**src/rtl/alu_pkg.sv**
```systemverilog
// Shared opcode and FSM state encodings for the multicycle ALU.
// Latency: n/a (types only).
// Backpressure: n/a (types only).
package alu_pkg;

  typedef enum logic [2:0] {
    OP_ADD = 3'd0,
    OP_SUB = 3'd1,
    OP_MUL = 3'd2,
    OP_DIV = 3'd3,
    OP_AND = 3'd4,
    OP_OR  = 3'd5,
    OP_XOR = 3'd6,
    OP_NOR = 3'd7
  } op_t;

  typedef enum logic [1:0] {
    IDLE = 2'd0,
    CALC = 2'd1,
    DONE = 2'd2
  } state_t;

endpackage

```
**src/rtl/alu_muldiv_core.sv**
```systemverilog
// Iterative unsigned shift-add multiplier / restoring divider, one bit per cycle (divider only with MULTICYCLE_ALU_DIV_EN).
// Latency: WIDTH cycles after start; done is high during the last step and res_nxt/hi_nxt carry the final values then.
// Backpressure: none; the owner must capture res_nxt/hi_nxt on the done cycle.
module alu_muldiv_core #(
  parameter int WIDTH = 32
) (
  input  logic             clk,
  input  logic             rst,
  input  logic             start,
  input  logic             is_div,
  input  logic [WIDTH-1:0] a,
  input  logic [WIDTH-1:0] b,
  output logic             done,
  output logic [WIDTH-1:0] res_nxt,
  output logic [WIDTH-1:0] hi_nxt
);

  localparam int CW = $clog2(WIDTH) + 1;
  localparam logic [CW-1:0] LAST = CW'(WIDTH - 1);

  logic             busy;
  logic             go;
  logic [CW-1:0]    cnt;
  logic [WIDTH-1:0] hi_q;   // MUL: upper accumulator, DIV: partial remainder
  logic [WIDTH-1:0] lo_q;   // MUL: multiplier / low product, DIV: dividend / quotient
  logic [WIDTH-1:0] b_q;
  logic [WIDTH:0]   sum;
  logic [WIDTH-1:0] hi_step;
  logic [WIDTH-1:0] lo_step;

`ifdef MULTICYCLE_ALU_DIV_EN
  logic           div_q;
  logic [WIDTH:0] r2;
  assign go = start;
`else
  // Divider absent: a divide launch is refused so the core only multiplies.
  assign go = start && !is_div;
`endif

  // One iteration of the selected algorithm from the current register state.
  always_comb begin
    hi_step = hi_q;
    lo_step = lo_q;
    sum     = '0;
`ifdef MULTICYCLE_ALU_DIV_EN
    r2      = {hi_q, lo_q[WIDTH-1]};
    if (div_q) begin
      // Restoring step: shift in the next dividend bit, subtract if it fits.
      // b == 0 always "fits", giving an all-ones quotient and remainder == a.
      sum = r2 - {1'b0, b_q};
      if (r2 >= {1'b0, b_q}) begin
        hi_step = sum[WIDTH-1:0];
        lo_step = {lo_q[WIDTH-2:0], 1'b1};
      end else begin
        hi_step = r2[WIDTH-1:0];
        lo_step = {lo_q[WIDTH-2:0], 1'b0};
      end
    end else
`endif
    begin
      // Shift-add step: add b when the current multiplier bit is set, then shift right.
      sum     = {1'b0, hi_q} + (lo_q[0] ? {1'b0, b_q} : '0);
      hi_step = sum[WIDTH:1];
      lo_step = {sum[0], lo_q[WIDTH-1:1]};
    end
  end

  assign done    = busy && (cnt == LAST);
  assign res_nxt = lo_step;
  assign hi_nxt  = hi_step;

  // Operand load on start, then one step per cycle until the last bit.
  always_ff @(posedge clk or posedge rst) begin
    if (rst) begin
      busy <= 1'b0;
      cnt  <= '0;
      hi_q <= '0;
      lo_q <= '0;
      b_q  <= '0;
`ifdef MULTICYCLE_ALU_DIV_EN
      div_q <= 1'b0;
`endif
    end else if (go) begin
      busy <= 1'b1;
      cnt  <= '0;
      hi_q <= '0;
      lo_q <= a;
      b_q  <= b;
`ifdef MULTICYCLE_ALU_DIV_EN
      div_q <= is_div;
`endif
    end else if (busy) begin
      hi_q <= hi_step;
      lo_q <= lo_step;
      if (done) begin
        busy <= 1'b0;
        cnt  <= '0;
      end else begin
        cnt <= cnt + CW'(1);
      end
    end
  end

endmodule

```
**src/rtl/multicycle_alu.sv**
```systemverilog
// Multicycle ALU: single-cycle logic/add ops, iterative MUL and (with MULTICYCLE_ALU_DIV_EN) DIV.
// Latency: out_valid 1 cycle after accept for ADD/SUB/logic, WIDTH+1 cycles for MUL/DIV.
// Backpressure: one op in flight; in_ready only in IDLE, result held in DONE until out_ready.
module multicycle_alu
  import alu_pkg::*;
#(
  parameter int WIDTH = 32
) (
  input  logic             clk,
  input  logic             rst,
  input  logic             in_valid,
  output logic             in_ready,
  input  logic [2:0]       op,
  input  logic [WIDTH-1:0] a,
  input  logic [WIDTH-1:0] b,
  output logic             out_valid,
  input  logic             out_ready,
  output logic [WIDTH-1:0] result,
  output logic [WIDTH-1:0] hi,
  output logic             zero,
  output logic             div_by_zero
);

  state_t           state;
  op_t              op_in;
  logic             accept;
  logic             is_div;
  logic             use_core;
  logic             dbz_pend;
  logic [WIDTH-1:0] alu_res;
  logic             core_done;
  logic [WIDTH-1:0] core_res;
  logic [WIDTH-1:0] core_hi;

  assign op_in    = op_t'(op);
  assign in_ready = (state == IDLE);
  assign accept   = in_valid && in_ready;
  assign is_div   = (op_in == OP_DIV);
`ifdef MULTICYCLE_ALU_DIV_EN
  assign use_core = (op_in == OP_MUL) || is_div;
`else
  assign use_core = (op_in == OP_MUL);
`endif

  // Single-cycle results; DIV without the divider falls to the zero default.
  always_comb begin
    alu_res = '0;
    case (op_in)
      OP_ADD:  alu_res = a + b;
      OP_SUB:  alu_res = a - b;
      OP_AND:  alu_res = a & b;
      OP_OR:   alu_res = a | b;
      OP_XOR:  alu_res = a ^ b;
      OP_NOR:  alu_res = ~(a | b);
      default: alu_res = '0;
    endcase
  end

  alu_muldiv_core #(.WIDTH(WIDTH)) u_core (
    .clk     (clk),
    .rst     (rst),
    .start   (accept && use_core),
    .is_div  (is_div),
    .a       (a),
    .b       (b),
    .done    (core_done),
    .res_nxt (core_res),
    .hi_nxt  (core_hi)
  );

  // Handshake FSM and output registers.
  always_ff @(posedge clk or posedge rst) begin
    if (rst) begin
      state       <= IDLE;
      out_valid   <= 1'b0;
      result      <= '0;
      hi          <= '0;
      zero        <= 1'b0;
      div_by_zero <= 1'b0;
      dbz_pend    <= 1'b0;
    end else begin
      case (state)
        IDLE: begin
          if (accept) begin
            if (use_core) begin
              state    <= CALC;
              dbz_pend <= is_div && (b == '0);
            end else begin
              state       <= DONE;
              out_valid   <= 1'b1;
              result      <= alu_res;
              hi          <= '0;
              zero        <= (alu_res == '0);
              div_by_zero <= 1'b0;
            end
          end
        end
        CALC: begin
          if (core_done) begin
            state       <= DONE;
            out_valid   <= 1'b1;
            result      <= core_res;
            hi          <= core_hi;
            zero        <= (core_res == '0);
            div_by_zero <= dbz_pend;
          end
        end
        DONE: begin
          if (out_ready) begin
            state     <= IDLE;
            out_valid <= 1'b0;
          end
        end
        default: state <= IDLE;
      endcase
    end
  end

endmodule

```
**config.mk**
```make
export PLATFORM = sky130hd
export DESIGN_NAME = multicycle_alu
export DESIGN_NICKNAME = d
export VERILOG_FILES = /design/src/rtl/alu_pkg.sv /design/src/rtl/alu_muldiv_core.sv /design/src/rtl/multicycle_alu.sv
export SDC_FILE = /design/constraint.sdc
export NUM_CORES = 1
export LEC_CHECK = 0
export CAP_MARGIN = 40
export CORE_ASPECT_RATIO = 1.75
export CORE_MARGIN = 4
export CORE_UTILIZATION = 50
export CTS_CLUSTER_SIZE = 30
export DETAILED_ROUTE_END_ITERATION = 10
export PLACE_DENSITY_LB_ADDON = 0.2
export SYNTH_ARGS = -nofsm -noshare
export SYNTH_HDL_FRONTEND = slang
export SYNTH_HIERARCHICAL = 1
export SYNTH_SLANG_ARGS = --single-unit
```
**constraint.sdc**
```tcl
create_clock -name clk -period 4.4 [get_ports clk]
set_input_delay 0.88 -clock clk [delete_from_list [all_inputs] [get_ports clk]]
set_output_delay 0.88 -clock clk [all_outputs]
set_load 0.01 [all_outputs]
```
==> flow_metrics.env, run 1 <==
export IMPL_status="complete, but fails checks"
export IMPL_violations="negative setup slack"
export IMPL_r2r_slack_ps=1120
export IMPL_final_area_um2=19440
export IMPL_postPlaceCellArea_um2=17820
export IMPL_fin_hold_ws_ps=463.4
export IMPL_grt_pass1_wl_um=73950
export IMPL_worstMarginPinSlew_ps=900.3
export IMPL_drt_first_iter_violations=860
export IMPL_setup_ws_ps=-294.4
export IMPL_crit_required_ps=4730
export IMPL_io_pins=139
export IMPL_clock_power_share_pct=16.4
export IMPL_ys_seq_area_share_pct=29.76
export IMPL_synth_simple_gate_area_share_pct=19.71
export IMPL_wl_um=47610
export IMPL_ys_seq_elements=173
export IMPL_n_antenna_cell=0
export IMPL_crit_type="in2reg"
export IMPL_grt_usage_pct=29.48
export IMPL_crit_path_frequent_cell="o21ai_2"
export IMPL_timing_final_crit_period_ps=4694
export IMPL_clockRootBuffer="clkbuf_16"
export IMPL_vias_per_cell=5.714
export IMPL_endpoint_kind="flop"
export IMPL_synth_top_family_by_area="simple AND/OR/NAND/NOR gates"
export IMPL_syn_inst=1785
export IMPL_yosys_area_top_type="dfrtp_1"
export IMPL_min_to="u_core/b_q[22]"
export IMPL_gp_congestion=0.9622
export IMPL_fin_util_pct=67.91
export IMPL_grt_pass1_vias=14160
export IMPL_intPower_mw=5.469
export IMPL_cts_path_max_buffers=2
export IMPL_p_comb_share_pct=53.9
export IMPL_die_y_um=233.6
export IMPL_cts_hold_fix_buffers=0
export IMPL_drive_gt1_share_pct=22.29
export IMPL_synth_fp_nets=1987
export IMPL_die_area_um2=31990
export IMPL_synthArstFlopShare_pct=100.0
export IMPL_power_total_mw=9.401
export IMPL_die_x_um=136.9
export IMPL_clkTransAtPathRegs_ps=70
export IMPL_fillers=2352
export IMPL_ant_nets=0
export IMPL_dr_pass1_iters=5
export IMPL_synth_compound_area_share_pct=18.70
export IMPL_critPathMaxFanout=4
export IMPL_cpLargestDelayFamily="simple AND/OR/NAND/NOR gates"
export IMPL_slew_violations=0
export IMPL_crit_slowest_cell="or4_4"
export IMPL_grt_max_degree=128
export IMPL_cts_buffers=17
export IMPL_cts_sinks=173
export IMPL_cts_tree="yes"
export IMPL_cp_num_buf_inv=5
export IMPL_synth_mux_area_share_pct=7.105
export IMPL_coreArea_um2=28630
export IMPL_syn_cell_area_um2=14550
export IMPL_ff2ff_path_depth=13
export IMPL_synthAdderAreaFrac_pct=11.37
export IMPL_swShare_pct=41.82
export IMPL_r2r_end="hi[21]"
export IMPL_rr_startpoint="u_core/lo_q[0]"
export IMPL_synth_edf_count=0
export IMPL_hold_path_class="reg2reg"
export IMPL_grt_antenna_before_repair=0
export IMPL_overflow=0
export IMPL_arrival_ps=5030
export IMPL_path_cells="buf_6 > or4_4 > or3_4 > nor4b_4 > nand2_2 > buf_4 > o21ai_2 > xnor2_1 > ha_1 > buf_6 > a21oi_4 > o21ai_2 > o31ai_2 > a31oi_2 > buf_4 > a31oi_4 > o21ai_2 > mux2i_2 > buf_4 > o21ai_2 > nand2_1 > mux2_2"
export IMPL_num_vias=14210
export IMPL_synth_cell_types=86
export IMPL_timing_final_crit_share_pct=106.7
export IMPL_synth_area_leaders="dfrtp_1, ha_1, nand2_1, mux2i_1, xnor2_1"
export IMPL_hold_depth=2
export IMPL_skew_ps=8.535
export IMPL_ys_warn_count=6
export IMPL_synth_top_area_share_pct=29.76
export IMPL_nets=2298
export IMPL_min_from="u_core/b_q[22]"
export IMPL_std_cell_rows=82
export IMPL_worst_path_largest_cell_delay_ps=570
export IMPL_avgSynthCellArea_um2=8.149
export IMPL_initial_utilization_pct=50.82
export IMPL_pwr_share_seq_pct=29.7
export IMPL_cp_start_kind="input port"
export IMPL_synthXorXnorAreaFrac_pct=6.744
export IMPL_area_growth_pct=33.63
export IMPL_port_buffers=138
export IMPL_p_sw_mw=3.932
export IMPL_fmax_ghz=0.2130
export IMPL_clock_latency_ps=440
export IMPL_rsz0062_at_grt="true"
export IMPL_hold_viol=0
export IMPL_synth_ff_type="dfrtp_1"
export IMPL_power_density_nw_per_um2=483.6
export IMPL_peakVddDrop_mv=0.3813
export IMPL_p_leak_nw=9.432
export IMPL_maxCapViolations=0
export IMPL_dp_hpwl_um=36510
export IMPL_drc=0
export IMPL_wl_per_cell_um=19.14
export IMPL_slew_headroom_pct=39.76
export IMPL_htreeDepth=4
export IMPL_setup_violations=12
## timing repair
item                       CTS  global route
gates resized for setup    118            75
buffers inserted            19            16
pin swaps                   57            64
setup endpoints to repair   16            16
## routing by layer
layer / global-route usage (%) / part of all wire [%] / vias up
met5: 0 / 0 / -
met4: 17.51 / 6.5 / 0
met1: 34.61 / 38 / 6715
met2: 51.24 / 51 / 492
li1: - / - / 6849
met3: 3.039 / 4.4 / 155
## power by group through the flow
| stage | registers, mW | logic (mW) | clock network, mW |
|---|---|---|---|
| after CTS | 2.79 | 4.92 | 1.56 |
| after detailed placement | 2.80 | 4.78 | 0 |
| after floorplan | 2.69 | 3.23 | 0 |
| after global routing | 2.86 | 5.56 | 1.63 |
| after global placement | 2.78 | 4.64 | 0 |
| final | 2.79 | 5.07 | 1.54 |
## worst register-to-register path: cells and delay by family, from the launching register on
kind,cells,cell delay (ps)
AOI/OAI and AO/OA,5,1260
xor gates and xnor gates,1,130
adders and majority gates,2,650
DFF,1,440
and+or+nand+nor,5,710
## cell usage after synthesis, types with 13 or more instances
| cell | n |
|---|---|
| nor2_1 | 114 |
| mux2i_1 | 92 |
| nor4_1 | 16 |
| a211oi_1 | 17 |
| xor2_1 | 36 |
| and2_1 | 38 |
| inv_1 | 82 |
| nand4_1 | 27 |
| a31oi_1 | 13 |
| buf_4 | 36 |
| dfrtp_1 | 173 |
| a21oi_1 | 95 |
| nand3_1 | 21 |
| buf_2 | 13 |
| a21o_1 | 39 |
| nand2_1 | 302 |
| o21ai_0 | 132 |
| clkbuf_1 | 76 |
| o31ai_1 | 19 |
| ha_1 | 129 |
| o21ai_1 | 24 |
| and3_1 | 18 |
| xnor2_1 | 76 |
| nor3_1 | 27 |
## registers in the layout, summed over array words and instances, names as in the netlist
signal	cells
u_core/busy	1
result	32
dbz_pend	1
u_core/hi_q	32
u_core/b_q	32
out_valid	1
hi	32
div_by_zero	1
u_core/cnt	6
state	2
u_core/lo_q	32
zero	1
## per-stage QoR
stage          TNS, ps  setup WS [ps]  cells
2_1_floorplan   -231.9         -176.5   1785
3_3_place_gp    -15300          -1109   2423
5_1_grt          -3479         -506.7   2487
3_5_place_dp    -16500          -1176   2424
4_1_cts          -1442         -296.6   2472
6_report         -1827         -294.4   2487
## kinds of logic (layout without fill, tap and decap cells)
| kind of cell | after synthesis | after routing |
|---|---|---|
| AOI/OAI and AO/OA | 431 | 431 |
| xor gates and xnor gates | 112 | 112 |
| adders and majority gates | 131 | 131 |
| buffers and inverters | 216 | 540 |
| DFF | 173 | 173 |
| muxes | 102 | 102 |
| and+or+nand+nor | 620 | 620 |
## layout by cell type (no fill, tap or decap), types with 9 or more instances in the layout
| cell type | count |
|---|---|
| nor2_1 | 104 |
| a21o_1 | 39 |
| inv_1 | 80 |
| ha_1 | 123 |
| nand4_1 | 27 |
| and3_1 | 17 |
| buf_6 | 19 |
| mux2i_1 | 90 |
| a21oi_2 | 12 |
| o21ai_1 | 18 |
| clkdlybuf4s50_1 | 126 |
| nand2_1 | 295 |
| o21ai_0 | 122 |
| o31ai_1 | 13 |
| and2_1 | 38 |
| xnor2_1 | 69 |
| buf_4 | 266 |
| clkbuf_16 | 18 |
| nor2b_1 | 9 |
| a211oi_1 | 11 |
| nor3_1 | 27 |
| nand3_1 | 19 |
| dfrtp_1 | 171 |
| xor2_1 | 34 |
| a21oi_1 | 75 |
| a31oi_1 | 9 |
| nor4_1 | 15 |
| o21ai_2 | 14 |
## area by class of cell
type,instances,area (um2),area share (%)
Clock buffer,20,446.7,2.298
Clock inverter,12,151.4,0.7788
Inverter,83,314.1,1.616
Multi-Input combinational cell,1396,10070,51.79
Sequential cell,173,4332,22.28
Tap cell,378,473.0,2.433
Timing Repair Buffer,425,3655,18.80
## worst max path at each step
stage	start	to	slack, ps	cells after the start
after floorplan	b[10]	zero	-180	18
after global placement	b[10]	zero	-1110	20
after detailed placement	b[10]	zero	-1180	19
after CTS	b[7]	zero	-300	21
after global routing	b[9]	zero	-510	20
final	b[9]	result[30]	-290	22
Power figures use the tool's default switching activity.
==> run 2, diff against run 1 <==
--- a/config.mk
+++ b/config.mk
@@ -11,7 +11,9 @@
 export CORE_UTILIZATION = 50
 export CTS_CLUSTER_SIZE = 30
 export DETAILED_ROUTE_END_ITERATION = 10
+export GPL_ROUTABILITY_DRIVEN = 0
 export PLACE_DENSITY_LB_ADDON = 0.2
+export SKIP_LAST_GASP = 1
 export SYNTH_ARGS = -nofsm -noshare
 export SYNTH_HDL_FRONTEND = slang
 export SYNTH_HIERARCHICAL = 1
==> flow_metrics.env, run 2 (same netlist as run 1, synthesis figures left out) <==
export IMPL_vias_per_cell=5.813
export IMPL_overflow=0
export IMPL_fillers=2380
export IMPL_clkTransAtPathRegs_ps=60
export IMPL_status="complete, but fails checks"
export IMPL_worstMarginPinSlew_ps=866.5
export IMPL_die_y_um=233.6
export IMPL_setup_ws_ps=-218.8
export IMPL_cp_start_kind="input port"
export IMPL_power_total_mw=9.264
export IMPL_slew_headroom_pct=42.02
export IMPL_arrival_ps=4990
export IMPL_cts_tree="yes"
export IMPL_grt_pass1_vias=14290
export IMPL_clockRootBuffer="clkbuf_16"
export IMPL_cp_num_buf_inv=3
export IMPL_skew_ps=10.12
export IMPL_wl_um=46700
export IMPL_swShare_pct=41.48
export IMPL_r2r_slack_ps=1160
export IMPL_crit_end="zero"
export IMPL_timing_final_crit_period_ps=4619
export IMPL_coreArea_um2=28630
export IMPL_n_antenna_cell=0
export IMPL_pwr_share_seq_pct=30.2
export IMPL_critPathMaxFanout=4
export IMPL_dp_hpwl_um=36480
export IMPL_clock_power_share_pct=16.7
export IMPL_maxCapViolations=0
export IMPL_dr_pass1_iters=5
export IMPL_p_comb_share_pct=53.1
export IMPL_rsz0062_at_grt="true"
export IMPL_die_area_um2=31990
export IMPL_io_pins=139
export IMPL_postPlaceCellArea_um2=17660
export IMPL_die_x_um=136.9
export IMPL_r2r_end="hi[30]"
export IMPL_area_growth_pct=29.30
export IMPL_ant_nets=0
export IMPL_p_sw_mw=3.842
export IMPL_cts_sinks=173
export IMPL_cts_buffers=17
export IMPL_fin_hold_ws_ps=466.6
export IMPL_ff2ff_path_depth=12
export IMPL_intPower_mw=5.422
export IMPL_rr_startpoint="u_core/lo_q[0]"
export IMPL_drive_gt1_share_pct=18.96
export IMPL_dpl_worst_slack_ps=-1156
export IMPL_worst_path_largest_cell_delay_ps=570
export IMPL_hold_viol=0
export IMPL_grt_pass1_wl_um=73470
export IMPL_path_cells="buf_6 > or4_4 > or3_4 > nor4b_4 > buf_4 > nand2_4 > buf_6 > o41ai_4 > xnor2_1 > ha_1 > nand4_1 > o21ai_1 > a211oi_1 > a31oi_1 > o221ai_1 > a211oi_2 > o221ai_2 > nor4b_4 > nand4_1 > o21ai_1"
export IMPL_power_density_nw_per_um2=492.6
export IMPL_crit_type="in2reg"
export IMPL_seq_area_um2=4332
export IMPL_layout_commonest_cell="nand2_1"
export IMPL_slew_violations=0
export IMPL_port_buffers=138
export IMPL_setup_violations=9
export IMPL_crit_required_ps=4770
export IMPL_layout_common_cells="nand2_1, buf_4, dfrtp_1, ha_1, clkdlybuf4s50_1"
export IMPL_grt_usage_pct=29.17
export IMPL_fmax_ghz=0.2165
export IMPL_grt_max_degree=128
export IMPL_std_cell_rows=82
export IMPL_htreeDepth=4
export IMPL_num_vias=14220
export IMPL_hold_path_class="reg2reg"
export IMPL_final_area_um2=18810
export IMPL_crit_start="b[9]"
export IMPL_drt_first_iter_violations=1045
export IMPL_endpoint_kind="flop"
export IMPL_wl_per_cell_um=19.09
export IMPL_cts_hold_fix_buffers=0
export IMPL_timing_final_crit_share_pct=105.0
export IMPL_initial_utilization_pct=50.82
export IMPL_cpLargestDelayFamily="simple AND/OR/NAND/NOR gates"
export IMPL_fin_util_pct=65.71
export IMPL_crit_slowest_cell="or4_4"
export IMPL_clock_latency_ps=440
export IMPL_grt_antenna_before_repair=0
export IMPL_cts_path_max_buffers=2
export IMPL_drc=0
export IMPL_cp_depth=20
export IMPL_p_leak_nw=9.123
export IMPL_peakVddDrop_mv=0.3628
export IMPL_multi_input_area_um2=9774
export IMPL_violations="negative setup slack"
export IMPL_nets=2259
run 2: cell types whose count changed in the layout (fill, tap and decap cells not counted), moves of 4 or more:
cell / change
xnor2_2: -6
ha_1: +4
nor2_1: +5
buf_6: -11
xnor2_1: +6
a21oi_4: -6
o21ai_2: -4
a21oi_1: +4
buf_4: -29
o21ai_1: +6
run 2: stage by stage:
stage	cells	setup TNS, ps
CTS	2441	-869.2
detailed placement	2400	-16560
floorplan	1785	-231.9
global placement	2399	-14500
finish	2446	-835.3
global route	2446	-2536
run 2: layout make-up:
class                   instances  share of cell area (%)
well taps                     378                   2.515
multi-input cells            1396                   51.97
inverters                      83                   1.670
repair buffers                386                   17.64
clock inverters                10                  0.7451
clock buffers                  20                   2.428
flip-flops and latches        173                   23.03
run 2: layer usage:
metal / vias to the layer above / track usage, % / share of wire (%)
met1: 6743 / 33.27 / 38
met4: 0 / 18.35 / 7.0
li1: 6767 / - / -
met2: 531 / 51.32 / 51
met3: 178 / 2.931 / 4.2
met5: - / 0 / 0
run 2: worst min-delay path by stage:
stage	from	to	slack [ps]	cells past startpoint
floorplan	u_core/b_q[19]	u_core/b_q[19]	440	2
global placement	u_core/b_q[18]	u_core/b_q[18]	450	2
detailed placement	u_core/b_q[29]	u_core/b_q[29]	450	2
CTS	u_core/b_q[29]	u_core/b_q[29]	470	2
global route	u_core/b_q[11]	u_core/b_q[11]	490	2
finish	u_core/b_q[29]	u_core/b_q[29]	470	2
run 2: power groups by stage:
stage	Sequential [mW]	Combinational [mW]	Clock (mW)
6_report	2.80	4.92	1.54
5_1_grt	2.88	5.37	1.64
4_1_cts	2.80	4.81	1.57
3_5_place_dp	2.82	4.72	0
3_3_place_gp	2.79	4.58	0
2_1_floorplan	2.69	3.23	0
run 2: what timing repair did:
action	CTS	global route
setup endpoints to repair	18	17
buffers inserted	11	6
cloned	0	0
gates resized for setup	73	50
pin swaps	36	46
run 2: worst reg2reg max path: stages, from the launching register on:
cell and delay [ps]:
dfrtp_1 430, buf_4 230, and2_1 170, ha_1 360
a21oi_1 240, a21oi_1 120, a211oi_2 330, o31ai_1 140
a211oi_2 480, o21ai_1 160, xor2_1 220, nand2_1 80
o21ai_0 200
==> run 3, diff against run 2 <==
--- a/config.mk
+++ b/config.mk
@@ -5,14 +5,14 @@
 export SDC_FILE = /design/constraint.sdc
 export NUM_CORES = 1
 export LEC_CHECK = 0
-export CAP_MARGIN = 40
-export CORE_ASPECT_RATIO = 1.75
+export CORE_ASPECT_RATIO = 1.4
 export CORE_MARGIN = 4
 export CORE_UTILIZATION = 50
 export CTS_CLUSTER_SIZE = 30
 export DETAILED_ROUTE_END_ITERATION = 10
 export GPL_ROUTABILITY_DRIVEN = 0
 export PLACE_DENSITY_LB_ADDON = 0.2
+export RECOVER_POWER = 100
 export SKIP_LAST_GASP = 1
 export SYNTH_ARGS = -nofsm -noshare
 export SYNTH_HDL_FRONTEND = slang
==> flow_metrics.env, run 3 (same netlist as run 1, synthesis figures left out) <==
export IMPL_die_y_um=209.8
export IMPL_power_total_mw=9.097
export IMPL_io_pins=139
export IMPL_cts_tree="yes"
export IMPL_final_area_um2=18820
export IMPL_grt_pass1_wl_um=73080
export IMPL_p_sw_mw=3.820
export IMPL_slew_violations=135
export IMPL_cts_path_max_buffers=2
export IMPL_setup_ws_ps=-179.7
export IMPL_clkTransAtPathRegs_ps=60
export IMPL_swShare_pct=41.99
export IMPL_postPlaceCellArea_um2=17660
export IMPL_wl_met2_um=22500
export IMPL_hold_depth=2
export IMPL_clock_power_share_pct=16.0
export IMPL_layout_common_cells="nand2_1, buf_4, dfrtp_1, ha_1, o21ai_0"
export IMPL_critPathMaxFanout=4
export IMPL_placed_cells=2404
export IMPL_hold_path_class="reg2reg"
export IMPL_overflow=0
export IMPL_status="complete, but fails checks"
export IMPL_die_x_um=152.2
export IMPL_rr_startpoint="state[0]"
export IMPL_tns_ps=-575.0
export IMPL_nets=2267
export IMPL_coreArea_um2=28590
export IMPL_m1WireLength_um=18980
export IMPL_timing_final_crit_share_pct=104.1
export IMPL_violations="max-capacitance violations, max-slew violations, negative setup slack"
export IMPL_dr_pass1_iters=5
export IMPL_rsz0062_at_grt="true"
export IMPL_fmax_ghz=0.2184
export IMPL_std_cell_rows=73
export IMPL_htreeDepth=4
export IMPL_crit_required_ps=4680
export IMPL_drive_gt1_share_pct=19.39
export IMPL_cts_hold_fix_buffers=0
export IMPL_vias_per_cell=5.786
export IMPL_ant_nets=0
export IMPL_cts_buffers=17
export IMPL_top_layer="met4"
export IMPL_skew_ps=13.87
export IMPL_power_density_nw_per_um2=483.3
export IMPL_port_buffers=138
export IMPL_min_to="u_core/b_q[8]"
export IMPL_min_from="u_core/b_q[8]"
export IMPL_n_antenna_cell=0
export IMPL_hold_viol=0
export IMPL_slew_headroom_pct=-77.90
export IMPL_dr_wl_met3_um=2684
export IMPL_clockRootBuffer="clkbuf_16"
export IMPL_p_leak_nw=9.354
export IMPL_fin_hold_ws_ps=466.1
export IMPL_clock_latency_ps=440
export IMPL_worstMarginPinSlew_ps=2668
export IMPL_die_area_um2=31920
export IMPL_fin_util_pct=65.84
export IMPL_dp_hpwl_um=35290
export IMPL_drc=0
export IMPL_r2r_end="result[12]"
export IMPL_grt_usage_pct=28.13
export IMPL_cp_start_kind="input port"
export IMPL_cts_sinks=173
export IMPL_timing_final_crit_period_ps=4580
export IMPL_peakVddDrop_mv=0.3566
export IMPL_r2r_slack_ps=810
export IMPL_grt_max_degree=114
export IMPL_ff2ff_path_depth=7
export IMPL_layout_commonest_cell="nand2_1"
export IMPL_intPower_mw=5.277
export IMPL_initial_utilization_pct=50.88
export IMPL_fin_cells=2453
export IMPL_grt_antenna_before_repair=0
export IMPL_setup_violations=7
export IMPL_num_vias=14190
export IMPL_dpl_worst_slack_ps=-1090
export IMPL_crit_type="in2reg"
export IMPL_p_comb_share_pct=53.6
export IMPL_wl_per_cell_um=19.09
export IMPL_pwr_share_seq_pct=30.4
export IMPL_arrival_ps=4860
export IMPL_maxCapViolations=2
export IMPL_grt_pass1_vias=13910
export IMPL_endpoint_kind="flop"
export IMPL_drt_first_iter_violations=977
export IMPL_area_growth_pct=29.40
export IMPL_wl_um=46830
[run 3: worst max path at each step]
stage | from | end | slack [ps] | cells after the start
final | b[7] | result[24] | -180 | 18
after global routing | b[7] | result[24] | -270 | 18
after CTS | b[7] | zero | -130 | 20
after detailed placement | b[10] | zero | -1090 | 19
after global placement | b[10] | zero | -980 | 18
after floorplan | b[10] | zero | -180 | 18
[run 3: cell type report]
class	instances	area [um2]
multi-input cells	1396	9808
fillers	2451	9766
flip-flops and latches	173	4334
repair buffers	394	3333
clock buffers	25	485.5
well taps	375	469.2
inverters	83	311.5
clock inverters	7	81.33
[run 3: critical path, stage by stage]
cell and delay [ps]:
buf_6 90, or4_4 560, or3_4 390, nor4b_4 220, buf_4 190, nand2_4 80
o41ai_4 250, xnor2_1 160, ha_1 300, buf_6 150, a21oi_4 170, o21ai_4 90
or4_4 530, o21ai_4 190, xnor2_2 100, a221o_1 340, o21ai_1 80, o21ai_1 70
[run 3: routing by layer]
layer  GRT usage [%]  vias to the layer above
li1                -                     6798
met1           35.56                     6681
met2           48.16                      559
met3           2.475                      155
met4           14.24                        0
met5               0                        -
[run 3: timing repair]
item | in CTS | in global routing
setup endpoints to repair | 15 | 18
cloned | 0 | 0
resized for setup | 58 | 94
pin swaps | 23 | 57
buffers inserted | 8 | 11
[run 3: power groups by stage]
stage | clock network [mW] | registers [mW] | logic, mW
floorplan | 0 | 2.69 | 3.23
global placement | 0 | 2.77 | 4.59
detailed placement | 0 | 2.79 | 4.71
CTS | 1.48 | 2.77 | 4.78
global route | 1.55 | 2.85 | 5.33
finish | 1.46 | 2.77 | 4.87
